$ cat config.mk
export PLATFORM = sky130hd
export DESIGN_NAME = pong_uart_cmd_decoder
export DESIGN_NICKNAME = d
export VERILOG_FILES = /design/src/rtl/pong_uart_cmd_decoder.sv
export SDC_FILE = /design/constraint.sdc
export NUM_CORES = 1
export LEC_CHECK = 0
export BUFFER_PORTS_ARGS = -buffer_cell sky130_fd_sc_hd__buf_2
export CORE_ASPECT_RATIO = 0.75
export CORE_MARGIN = 1.5
export CORE_UTILIZATION = 56
export CTS_CLUSTER_DIAMETER = 30
export DETAILED_ROUTE_END_ITERATION = 10
export GPL_TIMING_DRIVEN = 0
export MAX_ROUTING_LAYER = met4
export PLACE_DENSITY = 0.85
export SYNTH_ARGS = -nofsm -noshare
export SYNTH_HDL_FRONTEND = slang
export SYNTH_SLANG_ARGS = --single-unit
$ cat constraint.sdc
create_clock -name i_Clk -period 2.3 [get_ports i_Clk]
set_input_delay 0 -clock i_Clk [delete_from_list [all_inputs] [get_ports i_Clk]]
set_output_delay 0 -clock i_Clk [all_outputs]
set_load 0.03 [all_outputs]
$ cat src/rtl/pong_uart_cmd_decoder.sv
// Turns received UART ASCII bytes into Pong game control: start/reset pulses,
// PLAY/PAUSE state and four held paddle levels that bridge keyboard autorepeat gaps.
module pong_uart_cmd_decoder #(
  parameter int HOLD_CLKS = 15000000
) (
  input  logic       i_Clk,
  input  logic       i_Rst_L,
  input  logic       i_RX_DV,
  input  logic [7:0] i_RX_Byte,
  output logic       o_Game_Start,
  output logic       o_Game_Reset,
  output logic       o_Game_Active,
  output logic       o_Paused,
  output logic       o_Paddle_Up_P1,
  output logic       o_Paddle_Dn_P1,
  output logic       o_Paddle_Up_P2,
  output logic       o_Paddle_Dn_P2,
  output logic       o_Bad_Cmd
);

  localparam int CW = $clog2(HOLD_CLKS + 1);
  localparam logic [CW-1:0] HOLD_LOAD = CW'(HOLD_CLKS);

  typedef enum logic [1:0] {
    IDLE  = 2'd0,
    PLAY  = 2'd1,
    PAUSE = 2'd2
  } state_t;

  typedef enum logic [2:0] {
    CMD_IGNORE = 3'd0,
    CMD_START  = 3'd1,
    CMD_PAUSE  = 3'd2,
    CMD_RESET  = 3'd3,
    CMD_PADDLE = 3'd4,
    CMD_BAD    = 3'd5
  } cmd_t;

  state_t             state_q, state_d;
  logic               start_q, start_d;
  logic               reset_q, reset_d;
  logic               bad_q, bad_d;
  logic [3:0][CW-1:0] cnt_q, cnt_d;

  cmd_t       cmd;
  logic [1:0] paddle_idx;
  logic [1:0] paddle_opp;

  // Paddle index: bit1 selects player, bit0 selects direction (0 = up, 1 = down).
  always_comb begin
    cmd        = CMD_BAD;
    paddle_idx = 2'd0;
    case (i_RX_Byte)
      8'h53, 8'h73, 8'h20: cmd = CMD_START;
      8'h50, 8'h70:        cmd = CMD_PAUSE;
      8'h52, 8'h72:        cmd = CMD_RESET;
      8'h57, 8'h77: begin cmd = CMD_PADDLE; paddle_idx = 2'd0; end
      8'h58, 8'h78: begin cmd = CMD_PADDLE; paddle_idx = 2'd1; end
      8'h49, 8'h69: begin cmd = CMD_PADDLE; paddle_idx = 2'd2; end
      8'h4D, 8'h6D: begin cmd = CMD_PADDLE; paddle_idx = 2'd3; end
      8'h0D, 8'h0A:        cmd = CMD_IGNORE;
      default:             cmd = CMD_BAD;
    endcase
    paddle_opp = {paddle_idx[1], ~paddle_idx[0]};
  end

  always_comb begin
    state_d = state_q;
    start_d = 1'b0;
    reset_d = 1'b0;
    bad_d   = 1'b0;
    for (int i = 0; i < 4; i++) begin
      cnt_d[i] = (cnt_q[i] != '0) ? cnt_q[i] - CW'(1) : '0;
    end

    if (i_RX_DV) begin
      case (cmd)
        CMD_START: begin
          if (state_q == IDLE) begin
            state_d = PLAY;
            start_d = 1'b1;
          end
        end
        CMD_PAUSE: begin
          if (state_q == PLAY) begin
            state_d = PAUSE;
            cnt_d   = '0;
          end else if (state_q == PAUSE) begin
            state_d = PLAY;
          end
        end
        CMD_RESET: begin
          if (state_q != IDLE) begin
            state_d = IDLE;
            reset_d = 1'b1;
            cnt_d   = '0;
          end
        end
        CMD_PADDLE: begin
          // Loading one direction kills the other so a player never drives both.
          if (state_q != PAUSE) begin
            cnt_d[paddle_idx] = HOLD_LOAD;
            cnt_d[paddle_opp] = '0;
          end
        end
        CMD_BAD:    bad_d = 1'b1;
        default:    ;
      endcase
    end
  end

  always_ff @(posedge i_Clk or negedge i_Rst_L) begin
    if (!i_Rst_L) begin
      state_q <= IDLE;
      start_q <= 1'b0;
      reset_q <= 1'b0;
      bad_q   <= 1'b0;
      cnt_q   <= '0;
    end else begin
      state_q <= state_d;
      start_q <= start_d;
      reset_q <= reset_d;
      bad_q   <= bad_d;
      cnt_q   <= cnt_d;
    end
  end

  assign o_Game_Start   = start_q;
  assign o_Game_Reset   = reset_q;
  assign o_Bad_Cmd      = bad_q;
  assign o_Game_Active  = (state_q == PLAY);
  assign o_Paused       = (state_q == PAUSE);
  assign o_Paddle_Up_P1 = (cnt_q[0] != '0);
  assign o_Paddle_Dn_P1 = (cnt_q[1] != '0);
  assign o_Paddle_Up_P2 = (cnt_q[2] != '0);
  assign o_Paddle_Dn_P2 = (cnt_q[3] != '0);

endmodule

**After elaboration in Yosys (flattened, before gate mapping)**

Index checks and enable logic that the tools add are counted.

- Bitwise gates (word level): 6
- Multiply operators: 0
- Muxes and demuxes: 28
- Magnitude comparators: 4
- $add $sub $neg: 4
- Equal/unequal tests: 28
- Shift-type cells: 0
- Div/mod/pow operators: 0
- Reductions and logical operators: 18

Operators with widths:

| cell | number |
|---|---|
| two-way mux 96 bit | 4 |
| case mux 96 bit (3 select lines) | 1 |
| two-way mux 24 bit | 6 |
| equality test 8 x 7 -> 1 bit, second input constant | 14 |
| bitwise AND 96 bit | 1 |
| demux 24 bit (select 2 bit) | 2 |
| NOT 96 bit | 1 |
| nonzero test 24 bit | 4 |
| subtractor 24 x 1 -> 24 bit, second input constant | 4 |
| bitwise AND 56 bit | 1 |
| NOT 56 bit | 1 |
| OR 40 bit | 1 |
| equality test 8 x 4 -> 1 bit, second input constant | 2 |
| case mux 3 bit (5 select lines) | 1 |
| case mux 2 bit (3 select lines) | 2 |
| OR reduction 2 bit | 6 |
| equality test 8 x 6 -> 1 bit, second input constant | 1 |
| two-way mux 1 bit | 8 |
| two-way mux 2 bit | 4 |
| OR reduction 8 bit | 1 |
| equality test 3 x 2 -> 1 bit, second input constant | 2 |
| equality test 3 bit, second input constant | 2 |
| < comparator 2 x 3 -> 1 bit, second input constant | 2 |
| != test 2 bit, second input constant | 3 |
| other kinds (12) | 14 |

- Memories kept: 0
- Bits of input ports: 11
- Word-level logic and storage cells: 96
- ROM bits: 0
- Bits in latches: 0
- Bits in registers: 101
- RAM bits: 0
- Output and inout bits: 9

**Longest topological paths before layout**

- Word-level depth: 13
- Gate-level depth with buffers: 9
- Gate-level depth less buffers: 8

**Worst setup path after synthesis**

Ideal clock, no wire load.

- Kind: register to register
- Start point: register state_q[0]
- End point: register cnt_q[30] in the netlist's numbering
- Stages on the path, launching flop included: 8
- Arrival time: 2.156 ns
- Period minus slack after synthesis: 2.293 ns
- Library setup time: 0.137 ns
- Data required time: 2.163 ns
- Path slack: 0.007 ns
- Buffers on the path: 0
- Cell sequence: dfrtp_1 > inv_1 > ha_1 > nor4bb_1 > nand2_1 > a211oi_1 > nand2b_1 > o21ai_0

RTL lines:

| element | RTL line | RTL |
|---|---|---|
| start, declared | 39 | `state_t state_q, state_d;` |
| start signal, assigned | 120 | `state_q <= state_d;` |
| end signal, assigned | 124 | `cnt_q <= cnt_d;` |
| end, declared | 43 | `logic [3:0][CW-1:0] cnt_q, cnt_d;` |

==> out/results.txt <==
via count - 4727
Design Power - 6.46 mW
NumNets Final - 645
worst voltage drop across the vdd grid - 0.491 mV
number of global-route vias before repair - 4475
Clock Tree Buf Depth - 2
layout filler cell count - 692
CTS Sinks - 101
number of cells produced by synthesis - 577
HPWL Detailed - 8230 um
number of clock buffers inserted by TritonCTS - 9
reported leakage power - 2.60 nW
overflow left after global routing - 0
last element of the critical path - cnt_q[94]$_DFF_PN0_
DRC violations left - 0
Async SR Flop Fraction - 1.00
share of Yosys cell area claimed by the top area cell type - 0.465
CTS tree - built
library cells used by synthesis - 62
reported max-cap violation count - 0
clock-pin slew on the worst setup and hold paths - 0.07 ns
register area share after synthesis - 0.465
width of the die - 117 um
Post-synth EDFFs - 0
Antenna Violating Nets Remaining - 0
worst clock skew - 0.00751 ns
largest net degree at the start of global routing - 61
Die Footprint - 10300 um^2
Sum Neg Setup Slack - -0.219 ns
kind of critical path - reg -> reg
capture instance of the worst register-to-register path - cnt_q[94]$_DFF_PN0_
critical path startpoint category - flop
length in cells of the worst reg-to-reg path - 6
slew margin rel. - 0.543
number of instances on the worst hold path - 3
crit path DAT - 2.70 ns
site row count - 30
number of levels in the clock H-tree - 3
initial antenna violation count - 0
Area growth syn-to-layout - 17.6%
total of buffers placed on input and output ports - 19
global placer's final weighted congestion - 0.892
tightest hold margin - 0.0515 ns
Synth Net Count - 596
GRT Resource Usage Total - 0.271
Avg Inst Size Synth - 9.43 um^2
number of flip-flops and latches in the synthesized netlist - 101
Clock Tree Root - sky130_fd_sc_hd__clkbuf_16
Crit Path Max Fanout - 4
total of warnings raised by yosys - 0
Critical R2R Launch - cnt_q[86]$_DFF_PN0_
part of the cycle the worst path needs - 1.06
Final min period - 2.44 ns
Setup crit end kind - flop
setup repair after global routing missed its margin - yes
clock latency reported for the late side of the worst-skew pair - 0.35 ns
Setup Slack @ Placement - -0.363 ns
top-level port count - 20
ratio of total power to cell area - 1010 nW/um^2
status - finished with violations
DIE HEIGHT - 88.4 um
Initial Util - 0.589
transition at the pin with the smallest max-transition slack - 0.676 ns
post-route worst setup slack - -0.142 ns
most common library cells after synthesis - sky130_fd_sc_hd__dfrtp_1 (101), sky130_fd_sc_hd__nor2_1 (93), sky130_fd_sc_hd__nor3_1 (44), sky130_fd_sc_hd__xnor2_1 (43), sky130_fd_sc_hd__nand2_1 (26)
Core Area - 9230 um^2
worst setup path start - cnt_q[86]$_DFF_PN0_
WL final - 13100 um
Final Max Tran Viols - 0
final antenna diode count - 0
classification of the worst-slack hold path - in -> reg
violations in the final reports - negative setup slack
Required @ worst endpoint - 2.56 ns
ys flop type - sky130_fd_sc_hd__dfrtp_1
Avg Vias per Cell - 6.23
Synth area leaders - sky130_fd_sc_hd__dfrtp_1 (46%), sky130_fd_sc_hd__xnor2_1 (6.9%), sky130_fd_sc_hd__nor2_1 (6.4%), sky130_fd_sc_hd__nor3_1 (4.0%), sky130_fd_sc_hd__xor2_1 (3.7%)
first-pass GRT wire length - 21000 um
initial DRC count - 424
FF-to-FF setup slack - -0.14 ns
number of setup violations in the final report - 3
cell type with the highest aggregate area in the netlist - sky130_fd_sc_hd__dfrtp_1
routed wirelength normalized by instance count - 17.3 um
count of endpoints failing hold in the final timing report - 0
Pre-antenna DRT Iters - 6
maximum frequency from static timing analysis - 0.409 GHz
fraction of final layout cells sized beyond drive strength 1 - 0.171
most used standard cell by instance count after synthesis - sky130_fd_sc_hd__dfrtp_1
cell area after synthesis - 5440 um^2
[flip-flops by register name, summed over array words and instances (netlist names)]
signal	flops
o_Bad_Cmd	1
o_Game_Reset	1
o_Game_Start	1
state_q	2
cnt_q	96
[per-stage QoR]
step | utilization | cell area, um^2 | cells
4_1_cts | 0.678 | 6260 | 753
2_1_floorplan | - | 5440 | 577
3_5_place_dp | 0.620 | 5720 | 725
3_3_place_gp | 0.617 | 5690 | 724
5_1_grt | 0.693 | 6400 | 759
6_report | 0.693 | 6400 | 759
[how the worst min path moves through the flow]
stage                            start             endpoint
after detailed placement       i_Rst_L  cnt_q[17]$_DFF_PN0_
final                     i_RX_Byte[7]  o_Bad_Cmd$_DFF_PN0_
after global routing      i_RX_Byte[7]  o_Bad_Cmd$_DFF_PN0_
after global placement    i_RX_Byte[7]  o_Bad_Cmd$_DFF_PN0_
after CTS                 i_RX_Byte[7]  o_Bad_Cmd$_DFF_PN0_
after floorplan                i_Rst_L   cnt_q[0]$_DFF_PN0_
[per-layer routing]
| layer | vias to the layer above | global-route usage | wire length (um) |
|---|---|---|---|
| li1 | 2168 | - | - |
| met1 | 2317 | 0.361 | 5740 |
| met2 | 204 | 0.414 | 6190 |
| met3 | 38 | 0.0514 | 896 |
| met4 | 0 | 0.103 | 327 |
| met5 | - | - | 0 |
[cells by family after synthesis]
group	after synthesis	synth area share
xor+xnor	66	0.106
fa+ha+maj	8	0.0184
flops	101	0.465
buf+inv	27	0.0244
mux	7	0.0131
simple gates	287	0.281
compound gates	81	0.0925
[placed cells by master (no fill, tap or decap), drive strengths merged, types with 10 or more instances in the layout]
cell	instances
or3	14
nand4	10
buf	43
a21oi	22
xnor2	43
dfrtp	101
xor2	23
o21ai	28
nor4	20
nand2	26
nor2	94
nor3	44
clkbuf	18
or4	13
inv	15
nand3	14
[power breakdown]
group	total, mW	internal, mW	switching, mW	leakage (nW)
Combinational	1.81	0.838	0.973	1.21
Sequential	3.01	2.36	0.658	1.25
Clock	1.63	0.958	0.674	0.146
[critical path, stage by stage, from the launching register on]
cell and delay [ns]:
sky130_fd_sc_hd__dfrtp_1 0.38, sky130_fd_sc_hd__or4_1 0.53, sky130_fd_sc_hd__or3_4 0.35, sky130_fd_sc_hd__buf_6 0.14
sky130_fd_sc_hd__or2_4 0.25, sky130_fd_sc_hd__or4b_1 0.48, sky130_fd_sc_hd__a31oi_1 0.21
[repair_timing]
item	CTS	global route
pin swaps	13	12
hold endpoints to repair	41	0
buffers inserted	11	7
setup endpoints to repair	81	74
gates cloned	1	0
resized for setup	34	19
hold buffers	1	0
[layout make-up]
class	count	area, um^2	area share
Inverter	14	52.6	0.00822
Timing Repair Buffer	39	284	0.0444
Sequential cell	101	2530	0.395
Buffer	12	85.1	0.0133
Multi-Input combinational cell	449	2970	0.464
Clock buffer	11	233	0.0364
Clock inverter	5	83.8	0.0131
Tap cell	128	160	0.0250
(Power assumes the default switching activity.)
